[src/rtl/checkpoint_recovery_ctrl_if.sv]
// Recovery controller bus: exbru request/ack, commit flush, checkpoint buffer
// read/rollback/flush, RAT restore bus, fetch stall and perf counters.
// master = recovery controller side, slave = surrounding pipeline.
`ifndef CHECKPOINT_ID_WIDTH
`define CHECKPOINT_ID_WIDTH 3
`endif

interface checkpoint_recovery_ctrl_if #(
    parameter int ID_W   = `CHECKPOINT_ID_WIDTH,
    parameter int DATA_W = 16
);
    logic              exbru_recov_req;
    logic [ID_W-1:0]   exbru_recov_id;
    logic              recov_exbru_ack;
    logic              commit_recov_flush;
    logic [ID_W-1:0]   recov_cpbuf_id;
    logic [DATA_W-1:0] cpbuf_recov_data;
    logic              recov_rat_restore;
    logic [DATA_W-1:0] recov_rat_data;
    logic              recov_cpbuf_rollback;
    logic [ID_W-1:0]   recov_cpbuf_rollback_id;
    logic              recov_cpbuf_flush;
    logic              recov_fetch_stall;
    logic [31:0]       recov_perf_recover_cnt;
    logic [31:0]       recov_perf_abort_cnt;

    modport master (
        input  exbru_recov_req, exbru_recov_id, commit_recov_flush, cpbuf_recov_data,
        output recov_exbru_ack, recov_cpbuf_id, recov_rat_restore, recov_rat_data,
               recov_cpbuf_rollback, recov_cpbuf_rollback_id, recov_cpbuf_flush,
               recov_fetch_stall, recov_perf_recover_cnt, recov_perf_abort_cnt
    );

    modport slave (
        output exbru_recov_req, exbru_recov_id, commit_recov_flush, cpbuf_recov_data,
        input  recov_exbru_ack, recov_cpbuf_id, recov_rat_restore, recov_rat_data,
               recov_cpbuf_rollback, recov_cpbuf_rollback_id, recov_cpbuf_flush,
               recov_fetch_stall, recov_perf_recover_cnt, recov_perf_abort_cnt
    );
endinterface

[src/rtl/checkpoint_recovery_ctrl.sv]
// Branch-mispredict recovery sequencer: IDLE -> READ -> RESTORE (held for
// RESTORE_CYCLES) -> ROLLBACK pulse -> IDLE. A commit flush wins in IDLE and
// aborts any recovery in flight, producing a one-cycle buffer flush pulse.
// Optional feature macro: CHECKPOINT_RECOVERY_PERF_EN (saturating perf counters).
`ifndef CHECKPOINT_ID_WIDTH
`define CHECKPOINT_ID_WIDTH 3
`endif
`ifndef CHECKPOINT_BUFFER_SIZE
`define CHECKPOINT_BUFFER_SIZE 6
`endif

module checkpoint_recovery_ctrl #(
    parameter int CHECKPOINT_ID_WIDTH    = `CHECKPOINT_ID_WIDTH,
    parameter int CHECKPOINT_BUFFER_SIZE = `CHECKPOINT_BUFFER_SIZE,
    parameter int RESTORE_CYCLES         = 2,
    parameter int CHECKPOINT_DATA_WIDTH  = 16
) (
    input logic clk,
    input logic rst,
    checkpoint_recovery_ctrl_if.master bus
);
    localparam int IDW   = CHECKPOINT_ID_WIDTH;
    localparam int DW    = CHECKPOINT_DATA_WIDTH;
    localparam int CNT_W = (RESTORE_CYCLES > 1) ? $clog2(RESTORE_CYCLES) : 1;

    typedef enum logic [2:0] {
        S_IDLE,
        S_READ,
        S_RESTORE,
        S_ROLLBACK,
        S_FLUSH
    } state_t;

    state_t           state_q;
    logic [IDW-1:0]   id_q;
    logic [IDW-1:0]   rb_id_q;
    logic [DW-1:0]    data_q;
    logic [CNT_W-1:0] cnt_q;
    logic             restore_q;
    logic             rollback_q;
    logic             flush_q;
    logic             stall_q;

    // Successor id with explicit wrap so non-power-of-2 buffers work.
    function automatic logic [IDW-1:0] next_id(input logic [IDW-1:0] id);
        if (id == IDW'(CHECKPOINT_BUFFER_SIZE - 1)) begin
            return '0;
        end
        return id + IDW'(1);
    endfunction

    // Ack is combinational in IDLE; flush has priority over a request.
    assign bus.recov_exbru_ack = rst && (state_q == S_IDLE) &&
                                 bus.exbru_recov_req && !bus.commit_recov_flush;

    assign bus.recov_cpbuf_id          = id_q;
    assign bus.recov_cpbuf_rollback_id = rb_id_q;
    assign bus.recov_rat_data          = data_q;
    assign bus.recov_rat_restore       = restore_q;
    assign bus.recov_cpbuf_rollback    = rollback_q;
    assign bus.recov_cpbuf_flush       = flush_q;
    assign bus.recov_fetch_stall       = stall_q;

    // Recovery FSM with registered outputs; an abort drops restore/rollback.
    always_ff @(posedge clk or negedge rst) begin
        if (!rst) begin
            state_q    <= S_IDLE;
            id_q       <= '0;
            rb_id_q    <= '0;
            data_q     <= '0;
            cnt_q      <= '0;
            restore_q  <= 1'b0;
            rollback_q <= 1'b0;
            flush_q    <= 1'b0;
            stall_q    <= 1'b0;
        end else begin
            case (state_q)
                S_IDLE: begin
                    if (bus.commit_recov_flush) begin
                        state_q <= S_FLUSH;
                        flush_q <= 1'b1;
                        stall_q <= 1'b1;
                    end else if (bus.exbru_recov_req) begin
                        state_q <= S_READ;
                        id_q    <= bus.exbru_recov_id;
                        rb_id_q <= next_id(bus.exbru_recov_id);
                        stall_q <= 1'b1;
                    end
                end
                S_READ, S_RESTORE, S_ROLLBACK: begin
                    if (bus.commit_recov_flush) begin
                        state_q    <= S_FLUSH;
                        restore_q  <= 1'b0;
                        rollback_q <= 1'b0;
                        flush_q    <= 1'b1;
                        stall_q    <= 1'b1;
                    end else if (state_q == S_READ) begin
                        data_q    <= bus.cpbuf_recov_data;
                        restore_q <= 1'b1;
                        cnt_q     <= CNT_W'(RESTORE_CYCLES - 1);
                        state_q   <= S_RESTORE;
                    end else if (state_q == S_RESTORE) begin
                        if (cnt_q == '0) begin
                            restore_q  <= 1'b0;
                            rollback_q <= 1'b1;
                            state_q    <= S_ROLLBACK;
                        end else begin
                            cnt_q <= cnt_q - CNT_W'(1);
                        end
                    end else begin
                        rollback_q <= 1'b0;
                        stall_q    <= 1'b0;
                        state_q    <= S_IDLE;
                    end
                end
                S_FLUSH: begin
                    flush_q <= 1'b0;
                    stall_q <= 1'b0;
                    state_q <= S_IDLE;
                end
                default: begin
                    state_q    <= S_IDLE;
                    restore_q  <= 1'b0;
                    rollback_q <= 1'b0;
                    flush_q    <= 1'b0;
                    stall_q    <= 1'b0;
                end
            endcase
        end
    end

`ifdef CHECKPOINT_RECOVERY_PERF_EN
    logic [31:0] recover_cnt_q;
    logic [31:0] abort_cnt_q;

    function automatic logic [31:0] sat_inc(input logic [31:0] v);
        return (v == 32'hFFFF_FFFF) ? v : v + 32'd1;
    endfunction

    // Count completed rollbacks and flush-aborted recoveries, saturating.
    always_ff @(posedge clk or negedge rst) begin
        if (!rst) begin
            recover_cnt_q <= '0;
            abort_cnt_q   <= '0;
        end else begin
            if (state_q == S_ROLLBACK) begin
                recover_cnt_q <= sat_inc(recover_cnt_q);
            end
            if (bus.commit_recov_flush && (state_q == S_READ || state_q == S_RESTORE ||
                                           state_q == S_ROLLBACK)) begin
                abort_cnt_q <= sat_inc(abort_cnt_q);
            end
        end
    end

    assign bus.recov_perf_recover_cnt = recover_cnt_q;
    assign bus.recov_perf_abort_cnt   = abort_cnt_q;
`else
    assign bus.recov_perf_recover_cnt = '0;
    assign bus.recov_perf_abort_cnt   = '0;
`endif

endmodule

[src/flat_wrapper.sv]
// flat-port wrapper written by rule: the top's interface ports become plain ports
module checkpoint_recovery_ctrl_flat 
#(
    parameter int CHECKPOINT_ID_WIDTH    = `CHECKPOINT_ID_WIDTH,
    parameter int CHECKPOINT_BUFFER_SIZE = `CHECKPOINT_BUFFER_SIZE,
    parameter int RESTORE_CYCLES         = 2,
    parameter int CHECKPOINT_DATA_WIDTH  = 16
)
  (clk, rst, bus_exbru_recov_req, bus_exbru_recov_id, bus_commit_recov_flush, bus_cpbuf_recov_data, bus_recov_exbru_ack, bus_recov_cpbuf_id, bus_recov_rat_restore, bus_recov_rat_data, bus_recov_cpbuf_rollback, bus_recov_cpbuf_rollback_id, bus_recov_cpbuf_flush, bus_recov_fetch_stall, bus_recov_perf_recover_cnt, bus_recov_perf_abort_cnt);
  checkpoint_recovery_ctrl_if #(.ID_W((3)), .DATA_W((16))) bus_i ();
  input logic clk;
  input logic rst;
  input wire logic [$bits(bus_i.exbru_recov_req)-1:0] bus_exbru_recov_req;
  input wire logic [$bits(bus_i.exbru_recov_id)-1:0] bus_exbru_recov_id;
  input wire logic [$bits(bus_i.commit_recov_flush)-1:0] bus_commit_recov_flush;
  input wire logic [$bits(bus_i.cpbuf_recov_data)-1:0] bus_cpbuf_recov_data;
  output wire logic [$bits(bus_i.recov_exbru_ack)-1:0] bus_recov_exbru_ack;
  output wire logic [$bits(bus_i.recov_cpbuf_id)-1:0] bus_recov_cpbuf_id;
  output wire logic [$bits(bus_i.recov_rat_restore)-1:0] bus_recov_rat_restore;
  output wire logic [$bits(bus_i.recov_rat_data)-1:0] bus_recov_rat_data;
  output wire logic [$bits(bus_i.recov_cpbuf_rollback)-1:0] bus_recov_cpbuf_rollback;
  output wire logic [$bits(bus_i.recov_cpbuf_rollback_id)-1:0] bus_recov_cpbuf_rollback_id;
  output wire logic [$bits(bus_i.recov_cpbuf_flush)-1:0] bus_recov_cpbuf_flush;
  output wire logic [$bits(bus_i.recov_fetch_stall)-1:0] bus_recov_fetch_stall;
  output wire logic [$bits(bus_i.recov_perf_recover_cnt)-1:0] bus_recov_perf_recover_cnt;
  output wire logic [$bits(bus_i.recov_perf_abort_cnt)-1:0] bus_recov_perf_abort_cnt;
  assign bus_i.exbru_recov_req = bus_exbru_recov_req;
  assign bus_i.exbru_recov_id = bus_exbru_recov_id;
  assign bus_i.commit_recov_flush = bus_commit_recov_flush;
  assign bus_i.cpbuf_recov_data = bus_cpbuf_recov_data;
  assign bus_recov_exbru_ack = bus_i.recov_exbru_ack;
  assign bus_recov_cpbuf_id = bus_i.recov_cpbuf_id;
  assign bus_recov_rat_restore = bus_i.recov_rat_restore;
  assign bus_recov_rat_data = bus_i.recov_rat_data;
  assign bus_recov_cpbuf_rollback = bus_i.recov_cpbuf_rollback;
  assign bus_recov_cpbuf_rollback_id = bus_i.recov_cpbuf_rollback_id;
  assign bus_recov_cpbuf_flush = bus_i.recov_cpbuf_flush;
  assign bus_recov_fetch_stall = bus_i.recov_fetch_stall;
  assign bus_recov_perf_recover_cnt = bus_i.recov_perf_recover_cnt;
  assign bus_recov_perf_abort_cnt = bus_i.recov_perf_abort_cnt;
  checkpoint_recovery_ctrl #(.CHECKPOINT_ID_WIDTH(CHECKPOINT_ID_WIDTH), .CHECKPOINT_BUFFER_SIZE(CHECKPOINT_BUFFER_SIZE), .RESTORE_CYCLES(RESTORE_CYCLES), .CHECKPOINT_DATA_WIDTH(CHECKPOINT_DATA_WIDTH)) u_core (.clk(clk), .rst(rst), .bus(bus_i));
endmodule
[config.mk]
export PLATFORM = sky130hd
export DESIGN_NAME = checkpoint_recovery_ctrl_flat
export DESIGN_NICKNAME = d
export VERILOG_FILES = /design/src/rtl/checkpoint_recovery_ctrl_if.sv /design/src/rtl/checkpoint_recovery_ctrl.sv /design/src/flat_wrapper.sv
export SDC_FILE = /design/constraint.sdc
export NUM_CORES = 1
export LEC_CHECK = 0
export CELL_PAD_IN_SITES_DETAIL_PLACEMENT = 1
export CELL_PAD_IN_SITES_GLOBAL_PLACEMENT = 1
export CORE_MARGIN = 3
export CORE_UTILIZATION = 26
export DETAILED_ROUTE_END_ITERATION = 10
export PLACE_DENSITY_LB_ADDON = 0.08
export SYNTH_ARGS = -nofsm -noshare
export SYNTH_HDL_FRONTEND = slang
export SYNTH_SLANG_ARGS = --single-unit
[constraint.sdc]
create_clock -name clk -period 1.74 [get_ports clk]
set_input_delay 0.174 -clock clk [delete_from_list [all_inputs] [get_ports clk]]
set_output_delay 0.174 -clock clk [all_outputs]
set_load 0.005 [all_outputs]
* Yosys cells after proc, flatten, opt, wreduce, memory -nomap -nowiden
Cells that the tools add are included.
Operators by class: add/sub/neg operators 2, equal/unequal tests 13, bitwise operators 2, multiplexer cells 34, reductions and logical operators 16
Operator list (count):
- $mux W3 | 8
- $mux W1 | 22
- $reduce_and A3 Y1 | 6
- $ne A3 B3 Y1 const B | 3
- $ne A4 B4 Y1 const B | 2
- $eq A3 B2 Y1 const B | 2
- $eq A3 B3 Y1 const B | 2
- $pmux W1 S2 | 3
- $pmux W3 S2 | 1
- $ne A5 B5 Y1 const B | 1
- $ne A4 B2 Y1 const B | 1
- $reduce_or A4 Y1 | 1
- $add A3 B1 Y3 const B | 1
- $eq A3 B1 Y1 const B | 1
- $logic_and A1 B1 Y1 | 3
- $logic_not A3 Y1 | 1
- $reduce_or A3 Y1 | 1
- $ne A2 B1 Y1 const B | 1
- $not A1 Y1 | 2
- $reduce_and A2 Y1 | 1
- $reduce_bool A2 Y1 | 1
- $reduce_or A2 Y1 | 1
- $logic_not A1 Y1 | 1
- $sub A1 B1 Y1 const B | 1
Storage, ports and cells: bits in registers 30, output and inout bits 91

* Longest topological paths before layout
Gate-level depths: netlist of the first run.
depth in word-level cells 6, gate-level depth with buffers 6

* Worst setup path after synthesis of the first run
No wires, ideal clock.
path kind register -> register, start reg u_core.state_q[1], end reg u_core.data_q[0], in the netlist u_core.bus.recov_rat_data[0], clock period less this slack 1.583 ns, required time 1.615 ns, buffers on the path 3, cell stages (with the launch flop) 7, arrival 1.458 ns, slack 0.157 ns, cell sequence dfrtp_1 buf_2 nor3_1 and2_1 buf_6 buf_8 mux2_2
On the way: cells in the longest elaborated chain, start to end 3, elaborated cells on any way between the ends 5, classes of those cells 3 x eq/ne; 2 x reduce/logical
RTL lines:
- from (decl) | line checkpoint_recovery_ctrl.sv:34 | state_t state_q;
- from (signal assigned) | line checkpoint_recovery_ctrl.sv:67 | state_q <= S_IDLE;
- from (signal assigned) | line checkpoint_recovery_ctrl.sv:80 | state_q <= S_FLUSH;
- from (signal assigned) | line checkpoint_recovery_ctrl.sv:84 | state_q <= S_READ;
- $eq A3 B2 Y1 / $eq A3 B1 Y1 (equally long branches) | line checkpoint_recovery_ctrl.sv:77, checkpoint_recovery_ctrl.sv:97
- $reduce_or A3 Y1 | line checkpoint_recovery_ctrl.sv:77 | case (state_q)
- $reduce_and A3 Y1 (no source line) (*)
- to (signal assigned) | line checkpoint_recovery_ctrl.sv:98 | data_q <= bus.cpbuf_recov_data;
- to (decl) | line checkpoint_recovery_ctrl.sv:37 | logic [DW-1:0] data_q;
Mark *: on every way between the ends. The rest lies on a longest branch, timed or not. A chain may end at the register's enable or synchronous reset.

* Worst setup path after layout of the first run
start reg u_core.state_q[2], end reg u_core.data_q[11], in the netlist u_core.bus.recov_rat_data[11]
Same word-level chain as after synthesis.

==> impl.org, run 1 <==
** Detailed routing
- Via count of the routed design :: 1,077
- Drt via density :: 3.68
- First DRT Iteration DRCs :: 6
- Remaining DRCs :: 0
- Final WL :: 3490 um
- The pre-antenna-repair detailed-routing pass consisted of 2 iterations.
- The count of nets left with antenna violations once routing finished came out at 0.
- After detailed routing, the average wire length per cell comes to 11.9 um.

** Timing
- The final count of pins violating max slew came to 0.
- For the final routed database, the setup TNS stands at 0 ns.
- Ratio of final minimum period to clock period :: 0.908
- After layout, the minimum clock period comes to 1.58 ns.
- Fmax :: 633 MHz
- RSZ-0062 raised after global routing :: false
- The clock arrives with 0.00639 ns of skew.
- Setup violations remaining at the end of the flow were counted as 0.
- Count of final hold-check violations :: 0

** Worst setup path
- Type of origin of the critical path :: flip-flop
- Endpoint type of the worst setup path :: flip-flop
- For this run, the slowest stage of the critical path takes 0.37 ns.
- Data on the critical path is required at its endpoint by 1.89 ns.
- Library cell contributing the largest single delay on the critical path :: dfrtp_1
- Endpoint arrival time on the critical path :: 1.73 ns
- Buffering stage count on the worst path with inverters included :: 2
- Class of the most critical setup path :: flip-flop to flip-flop
- Highest net fanout along the worst path :: 16
- Kind of cell adding the most delay to the critical path :: simple AND/OR/NAND/NOR gates
- Critical Path, Cell by Cell :: buf_4 -> nor3_1 -> and2_1 -> buf_12 -> mux2_2

** Synthesis
- Commonest cells in the synthesized netlist :: buf_4 (64), dfrtp_1 (30), mux2_2 (17), mux2_4 (5), nor2_1 (5)
- Summing every instance area after synthesis gives 0.00177 mm2.
- Top cells by area, synth :: dfrtp_1 (42%), buf_4 (27%), mux2_2 (11%)
- Mux share of post-synthesis cell area :: 0.162
- The complex-gate fraction of the synthesized area came to 0.0417.
- Parity-gate share of the synthesized area counting xor and xnor cells :: 0.00494
- The synthesized design contains 0 enable-type register cells.
- The share of the Yosys chip area taken by registers is 0.424.
- Most common flop cell mapped by yosys :: dfrtp_1
- Flip-flop and latch count after synthesis :: 30
- Library cells used by synthesis :: 27
- The synthesized design spends more area on one cell type than any other, namely dfrtp_1.
- Yosys synthesis warning count :: 0
- Counting every instance in the synthesized netlist gives 157.
- Of the post-synthesis cell area, the dominant cell type holds 0.424.
- Counting flops with an async set or reset pin after synthesis yields a share of 1.00.
- Area fraction in and, or, nand and nor cells after synthesis :: 0.0551
- In this run the mean area of a mapped cell was 11.3 um2.
- Of the total synthesized cell area, the portion taken by full adders, half adders and majority gates is 0.
- Cell with the most instances after synthesis :: buf_4
- After synthesis, the largest family of logic cells by area is buffers and inverters.

** Floorplan
- Top-level I/O count :: 114
- For this configuration, the core starts out at a cell density of 0.274.
- The die is 88.6 um tall.
- X dimension of the die :: 88.6 um
- The floorplan step defined a die boundary enclosing 0.00784 mm2.
- Row generation in the floorplan step produced 29 rows.
- The core region is 0.00646 mm2.

** Final layout
- Utilization after layout :: 0.344
- From synthesis to final layout, the design area changed by 25.4%.
- Fraction of final layout cells with drive strength greater than 1 :: 0.190
- Final #Nets :: 238
- 0 antenna diodes ended up in the layout.

** Power and ir drop
- Power per cell area :: 1070 mW/mm2
- Power share of the clock group :: 0.241
- Pint :: 1.76 mW
- The analysis attributes to net switching a power of 0.609 mW.
- Proportion of power drawn by combinational gates :: 0.335
- Part of the power in registers :: 0.424
- IR analysis of the VDD net gives a maximum drop of 0.000290 V.
- Of the total power, the share spent switching nets is 0.257.
- Summed over all cells, the static leakage comes to 1.06 nW.

** Placed design
- The wire-length estimate of the detail-placed layout is 2740 um.
- Number of I/O port buffers :: 49
- Final RePlAce weighted congestion :: 0.727

** Clocking
- The clock net in this run drives a total of 30 sinks.
- Post-cts hold buffer count :: 0
- TritonCTS built the clock tree.
- CTS Buf Count :: 5
- Post-CTS timing repair inserted 0 buffers for setup.
- Buffers from clock root to sink, at most :: 2
- Clock-pin slew was measured on the worst setup and hold paths at 0.07 ns.
- Clock tree root buffer cell :: clkbuf_8
- The H-tree was split into 2 levels.
- The later pin in the worst-skew pair is clocked with a latency of 0.27 ns.

** Global routing
- GRT Total Usage :: 0.0896
- The number of global-route vias before repair came to 1,062.
- Entering global routing, the biggest net connects 31 pins.
- The first global-routing pass estimated 5320 um of wire.
- After global routing the overflow that remains totals 0.
- Initial antenna violation count :: 0

** Worst hold path
- Class of the tightest hold or removal check :: input port to asynchronous set/reset pin

** Status
- Run status :: finished clean

** Job
- The tool flagged a number of max-cap violations equal to 0.
==> sequential cells by signal (all words and copies together), names as in the netlist <==
name	count
u_core.bus.recov_cpbuf_rollback_id	3
u_core.cnt_q	1
u_core.bus.recov_cpbuf_flush	1
u_core.bus.recov_cpbuf_rollback	1
u_core.bus.recov_rat_data	16
u_core.bus.recov_rat_restore	1
u_core.state_q	3
u_core.bus.recov_fetch_stall	1
u_core.bus.recov_cpbuf_id	3
==> cell usage in the layout (no fill, tap or decap), types with 3 or more instances in the layout <==
| cell | count |
|---|---|
| conb_1 | 64 |
| clkdlybuf4s50_1 | 48 |
| dfrtp_1 | 30 |
| mux2_2 | 17 |
| buf_4 | 8 |
| clkbuf_8 | 6 |
| nor2_1 | 5 |
| mux2_4 | 5 |
| inv_1 | 3 |
| nand2_1 | 3 |
==> timing repair <==
action,4_1_cts,5_1_grt
cloned,0,0
setup endpoints to repair,1,1
resized for setup,1,2
==> metal layers <==
metal	track usage	wire [um]	share of wire	vias up
li1	-	-	-	498
met2	0.151	1710	0.49	67
met4	0.0371	27	0.0077	0
met1	0.106	1370	0.39	508
met3	0.0279	376	0.11	4
met5	0	0	0	-
==> layout make-up <==
class,instances,area [um2]
fill,762,4240
timing repair buffer,58,566
sequential,30,751
inverter,3,11.3
tap,77,96.3
clock inverter,1,5.00
multi-input combinational,117,707
clock buffer,7,86.3
==> cell families after synthesis <==
| logic type | after synthesis |
|---|---|
| simple gates | 17 |
| mux | 24 |
| other cells | 1 |
| flops | 30 |
| buf+inv | 73 |
| compound gates | 11 |
| xor+xnor | 1 |
==> power by group through the flow <==
| stage | logic, mW | clock network [mW] | registers [mW] |
|---|---|---|---|
| after global placement | 0.799 | 0 | 1.01 |
| after global routing | 0.878 | 0.645 | 1.04 |
| after detailed placement | 0.809 | 0 | 1.02 |
| after CTS | 0.811 | 0.605 | 1.01 |
| final | 0.793 | 0.571 | 1.01 |
| after floorplan | 0.395 | 0 | 1.03 |
==> through the flow <==
step	power, mW	hold slack [ns]	cells	worst slack, ns	area, um2
5_1_grt	2.56	0.393	293	0.0567	2220
6_report	2.37	0.343	293	0.161	2220
2_1_floorplan	1.42	-0.122	220	0.157	2010
3_5_place_dp	1.83	0.496	285	-0.149	2140
4_1_cts	2.43	0.365	293	0.00511	2230
3_3_place_gp	1.81	0.487	285	-0.157	2140
==> worst paths after layout <==
path                                                     startpoint                                   endpoint  slack (ns)  cells past startpoint
max in group asynchronous                                       rst   u_core.bus.recov_rat_data[1]$_DFFE_PN0P_        1.12                      2
max                                   u_core.state_q[2]$_DFFE_PN0P_  u_core.bus.recov_rat_data[11]$_DFFE_PN0P_        0.16                      5
max reg2reg                           u_core.state_q[2]$_DFFE_PN0P_  u_core.bus.recov_rat_data[11]$_DFFE_PN0P_        0.16                      5
min reg2reg                u_core.bus.recov_cpbuf_flush$_DFFE_PN0P_   u_core.bus.recov_cpbuf_flush$_DFFE_PN0P_        0.50                      2
min                                                             rst              u_core.state_q[1]$_DFFE_PN0P_        0.34                      2
min in group clk           u_core.bus.recov_cpbuf_flush$_DFFE_PN0P_   u_core.bus.recov_cpbuf_flush$_DFFE_PN0P_        0.50                      2
Power figures use the tool's default switching activity.
==> run 2, diff against run 1 <==
--- a/config.mk
+++ b/config.mk
@@ -5,8 +5,10 @@
 export SDC_FILE = /design/constraint.sdc
 export NUM_CORES = 1
 export LEC_CHECK = 0
+export ABC_CLOCK_PERIOD_IN_PS = 1740
 export CELL_PAD_IN_SITES_DETAIL_PLACEMENT = 1
 export CELL_PAD_IN_SITES_GLOBAL_PLACEMENT = 1
+export CORE_ASPECT_RATIO = 0.75
 export CORE_MARGIN = 3
 export CORE_UTILIZATION = 26
 export DETAILED_ROUTE_END_ITERATION = 10
==> impl.org, run 2 (synthesized netlist as in run 1, its figures left out) <==
** Final layout
- The multi-input logic area was 712 um2 (+0.71%).
- Storage element area :: 751 um2 (unchanged)
- Highest-count cells in the layout ignoring fill and taps :: conb_1 (64), clkdlybuf4s50_1 (48), dfrtp_1 (30)
- P&R area growth vs syn :: 25.9%
- The post-route non-filler standard cell count is 296 (+1.0%).
- The final antenna diode count was 0 (unchanged).
- The final standard cell utilization of the core was 0.346 (+0.00216).
- Most common cell after layout, fill and taps aside :: conb_1
- The flip-flop count of the largest register after layout was 16 (unchanged).
- The count of fill cells added during filler insertion came to 757 (-0.66%).
- The fraction of final layout cells with drive strength greater than 1 is 0.195 (+0.00553).
- Final #Nets :: 239 (+0.42%)
- The final instance area came to 0.00223 mm2 (+0.39%).

** Clocking
- Clock tree root buffer cell :: clkbuf_8
- CTS Buf Count :: 5 (unchanged)
- Clock net sink count :: 30 (unchanged)
- Count of buffers added by post-CTS timing repair for setup :: 0 (unchanged)
- Clock slew at reported path FFs :: 0.06 ns (about the same)
- Insertion delay of the later-clocked pin in the worst-skew pair :: 0.27 ns (about the same)
- The maximum level of the CTS H-tree was 2 (unchanged).
- TritonCTS built the clock tree.
- The clock tree buffer depth was 2 (unchanged).

** Power and ir drop
- The worst ir drop on vdd was 0.000295 V (+1.7%).
- Power share of the clock group :: 0.228 (-0.013)
- Switching part of the total power :: 0.256 (-0.00167)
- Power per cell area :: 1050 mW/mm2 (-1.2%)
- Switching power :: 0.600 mW (-1.5%)
- The internal power component is 1.75 mW (-0.63%).
- The standby leakage power came to 1.06 nW (+0.18%).
- The part of the power in registers is 0.429 (+0.005).
- The proportion of power drawn by combinational gates was 0.343 (+0.008).
- The overall power came to 2.35 mW (-0.85%).

** Placed design
- Total cell area at the placement stage :: 0.00215 mm2 (+0.59%)
- The count of input and output buffers was 49 (unchanged).
- The number of placed instances, taps included came to 290 (+1.8%).
- Final RePlAce weighted congestion :: 0.722 (-0.78%)
- The minimum setup slack after placement is -0.165 ns (-0.0154 ns).
- Post-detailed-placement half-perimeter wirelength :: 2950 um (+7.7%)

** Timing
- Final critical path time including I/O delays and setup :: 1.59 ns (+0.0138 ns)
- Setup violation total in the final timing report :: 0 (unchanged)
- Setup repair after global routing left no endpoint under its margin.
- The hold violation total from the final report is 0 (unchanged).
- The final count of pins violating max slew was 0 (unchanged).
- The period utilization is 0.915 (+0.00793).
- The setup skew after layout was 0.00513 ns (-0.00126 ns).
- Minimum setup slack in the final design :: 0.147 ns (-0.0138 ns)
- Fmax :: 628 MHz (-0.87%)

** Detailed routing
- The remaining design rule violation count was 0 (unchanged).
- The detailed router used layers up to and including met4.
- Amount of wire on met2 after detailed routing :: 1680 um (-1.6%)
- Metal-1 WL :: 1610 um (+18%)
- The average wire per cell in the routed design was 12.5 um (+4.9%).
- The overall via count from detail_route was 1,077 (unchanged).
- Sum of met3 wire segment lengths after detailed routing :: 347 um (-7.7%)
- 1st-pass router iterations :: 3 (+1)
- The iteration-0 DRC count of the detailed router is 17 (+11).
- Final WL :: 3690 um (+6.0%)
- Antenna-violating nets left :: 0 (unchanged)
- The routed via count divided by cell count was 3.64 (-1.0%).

** Global routing
- Initial antenna violation count :: 0 (unchanged)
- The pin count of the biggest net entering global routing is 31 (unchanged).
- Vias in the first global route :: 1,047 (-1.4%)
- GRT Residual Overflow :: 0 (unchanged)
- Wire length of the first global-routing pass :: 5610 um (+5.5%)
- GRT Total Usage :: 0.0932 (+0.00364)

** Floorplan
- The initial core utilization came to 0.275 (+0.000639).
- The die span in y is 77.5 um (-12%).
- The row count is 25 (-14%).
- The area of the die was 0.00785 mm2 (+0.13%).
- Core footprint :: 0.00644 mm2 (-0.23%)
- The top-level I/O count came to 114 (unchanged).
- X dimension of the die :: 101 um (+14%)

** Worst setup path
- Library cell contributing the largest single delay on the critical path :: or3_4
- Walking the worst path, the cells encountered are or3_4 -> nand2b_4 -> nor2_1 -> clkbuf_2.
- The delay of the slowest critical-path stage was 0.39 ns (+0.02 ns).
- The critical path data required time was 1.57 ns (-0.32 ns).
- The critical-path maximum fanout was 2 (-14).
- The worst setup path is launched from a flip-flop.
- Endpoint type of the worst setup path :: output port
- Class of the most critical setup path :: flip-flop to output port
- Endpoint arrival time on the critical path :: 1.42 ns (-0.31 ns)

** Job
- The number of max-capacitance violations reported was 0 (unchanged).

** Status
- Run status :: finished clean

** Worst hold path
- The path class of the tightest hold or removal check is input port to asynchronous set/reset pin.
==> run 2: metal layers <==
layer / vias to the layer above / GRT usage
li1: 498 / -
met1: 512 / 0.121
met2: 62 / 0.140
met3: 5 / 0.0323
met4: 0 / 0.0398
met5: - / 0
==> run 2: metrics by stage <==
stage	hold slack (ns)	setup TNS, ns
floorplan	-0.122	0
finish	0.353	0
global placement	0.490	-1.23
global route	0.404	0
CTS	0.381	0
detailed placement	0.496	-1.31
==> run 2: power by group through the flow <==
| stage | registers, mW | logic, mW | clock network [mW] |
|---|---|---|---|
| after global placement | 1.02 | 0.802 | 0 |
| after detailed placement | 1.03 | 0.815 | 0 |
| after global routing | 1.03 | 0.878 | 0.597 |
| after CTS | 1.01 | 0.819 | 0.563 |
| after floorplan | 1.03 | 0.395 | 0 |
| final | 1.01 | 0.807 | 0.535 |
==> run 2: final cells by class <==
type	count	share of cell area
Tap cell	81	0.0454
Sequential cell	30	0.337
Timing Repair Buffer	59	0.257
Inverter	3	0.00505
Multi-Input combinational cell	117	0.319
Clock buffer	6	0.0370
==> run 2: worst paths after layout <==
kind,from,endpoint,slack (ns),depth (start not counted)
min reg2reg,u_core.bus.recov_rat_data[10]$_DFFE_PN0P_,u_core.bus.recov_rat_data[10]$_DFFE_PN0P_,0.50,1
max in group asynchronous,rst,u_core.bus.recov_rat_data[10]$_DFFE_PN0P_,1.11,2
max reg2reg,u_core.state_q[2]$_DFFE_PN0P_,u_core.bus.recov_rat_data[11]$_DFFE_PN0P_,0.20,5
max,u_core.state_q[0]$_DFFE_PN0P_,bus_recov_exbru_ack,0.15,4
min in group clk,u_core.bus.recov_rat_data[10]$_DFFE_PN0P_,u_core.bus.recov_rat_data[10]$_DFFE_PN0P_,0.50,1
min,rst,u_core.state_q[1]$_DFFE_PN0P_,0.35,2
==> run 2: repair_timing <==
item | CTS | global route
hold buffers | 0 | 0
endpoints found under the setup margin | 1 | 17
resized for setup | 1 | 3
==> run 2: worst max-delay path: cells and delay by family, from the launching register on <==
family,cells,cell delay [ns]
buffers and inverters,1,0.13
flip-flops,1,0.38
AND/OR/NAND/NOR,3,0.64
==> variant (settings of run 1) <==
`RESTORE_CYCLES` is set to 2 in 2 places; all go to 4.
--- a/src/rtl/checkpoint_recovery_ctrl.sv
+++ b/src/rtl/checkpoint_recovery_ctrl.sv
@@ -12,7 +12,7 @@
 module checkpoint_recovery_ctrl #(
     parameter int CHECKPOINT_ID_WIDTH    = `CHECKPOINT_ID_WIDTH,
     parameter int CHECKPOINT_BUFFER_SIZE = `CHECKPOINT_BUFFER_SIZE,
-    parameter int RESTORE_CYCLES         = 2,
+    parameter int RESTORE_CYCLES         = 4,
     parameter int CHECKPOINT_DATA_WIDTH  = 16
 ) (
     input logic clk,
--- a/src/flat_wrapper.sv
+++ b/src/flat_wrapper.sv
@@ -3,7 +3,7 @@
 #(
     parameter int CHECKPOINT_ID_WIDTH    = `CHECKPOINT_ID_WIDTH,
     parameter int CHECKPOINT_BUFFER_SIZE = `CHECKPOINT_BUFFER_SIZE,
-    parameter int RESTORE_CYCLES         = 2,
+    parameter int RESTORE_CYCLES         = 4,
     parameter int CHECKPOINT_DATA_WIDTH  = 16
 )
   (clk, rst, bus_exbru_recov_req, bus_exbru_recov_id, bus_commit_recov_flush, bus_cpbuf_recov_data, bus_recov_exbru_ack, bus_recov_cpbuf_id, bus_recov_rat_restore, bus_recov_rat_data, bus_recov_cpbuf_rollback, bus_recov_cpbuf_rollback_id, bus_recov_cpbuf_flush, bus_recov_fetch_stall, bus_recov_perf_recover_cnt, bus_recov_perf_abort_cnt);
Function: changed (Yosys sat finds a counterexample within 10 cycles, from zero or initial values and one cycle with rst low).
==> variant against run 1 <==
Via count increased by 6.0%; total power grew 4.8%; synthesized area is 4.0% higher; die area rose by 3.7%; worst setup slack improved by 8.6 ps; sequential cell count increased by 1; wire length is 10% higher; final area up 5.5%; critical path type unchanged.
==> variant: results (changes against run 1) <==
metric	value	unit	change
status	finished, final reports clean		
grt_pass1_vias	1247		+17%
avgSynthCellArea	11.2	um^2	-0.48%
nNetsFinal	248		+4.2%
route.met3.wl	385	um	+2.4%
met1_usage	11.1	%	+0.51 points
grt_use_met3	4.18	%	+1.4 points
ys_seq_area_share	42.1	%	-0.25 points
synth-compound-area-share	4.14	%	-0.023 points
drive_above_1_share	18.3	%	-0.68 points
p_leak	1.12	nW	+5.5%
synth_mux_area_share	17.1	%	+0.88 points
crit_path_top_delay_cell	dfrtp_2		
grt_util_all_layers	9.76	%	+0.80 points
synth_common_cells	64 x buf_4, 31 x dfrtp_1, 11 x mux2_2		
switching_power	0.000655	W	+7.5%
cpPeakStageDelay	410	ps	+40 ps
peakVddDrop	274	uV	-5.6%
finClkSkew	4.13	ps	-2.26 ps
synthXorXnorAreaFrac	0.476	%	-0.019 points
drtIter0Drc	16		+10
place_area	2250	um^2	+5.3%
finalCritPeriodShare	90.3	%	-0.50 points
p_comb	0.000870	W	+9.7%
timing.hold.ws	339	ps	-3.98 ps
wl_met2	1.82	mm	+6.5%
hpwlAfterDp	3.04	mm	+11%
gp_congestion	0.693		-4.7%
p_seq	0.00105	W	+4%
wl_met1	1.59	mm	+16%
instances_no_fill	320		+9.2%
cp_top_family	flip-flops		
## variant: path summary, 6_finish.rpt
path,endpoint,start
setup / recovery,u_core.bus.recov_rat_data[12],u_core.state_q[2]
hold / removal,u_core.cnt_q[1],rst
setup reg to reg,u_core.bus.recov_rat_data[12],u_core.state_q[2]
hold reg to reg,u_core.bus.recov_cpbuf_rollback_id[2],u_core.bus.recov_cpbuf_rollback_id[2]
max in group asynchronous,u_core.state_q[2],rst
min in group clk,u_core.bus.recov_cpbuf_rollback_id[2],u_core.bus.recov_cpbuf_rollback_id[2]
## variant: final cells by class
cell class              instances  area [um^2]  share of cell area [%]
multi-input cells             123          771                    32.9
clock inverters                 1         5.00                   0.214
repair buffers                 58          569                    24.3
inverters                       5         18.8                   0.801
clock buffers                   6         82.6                    3.52
flip-flops and latches         31          777                    33.2
well taps                      96          120                    5.13
## variant: repair_timing
item | 4_1_cts | 5_1_grt
endpoints found under the setup margin | 1 | 0
resized for setup | 2 | 0
setup buffers | 1 | 0
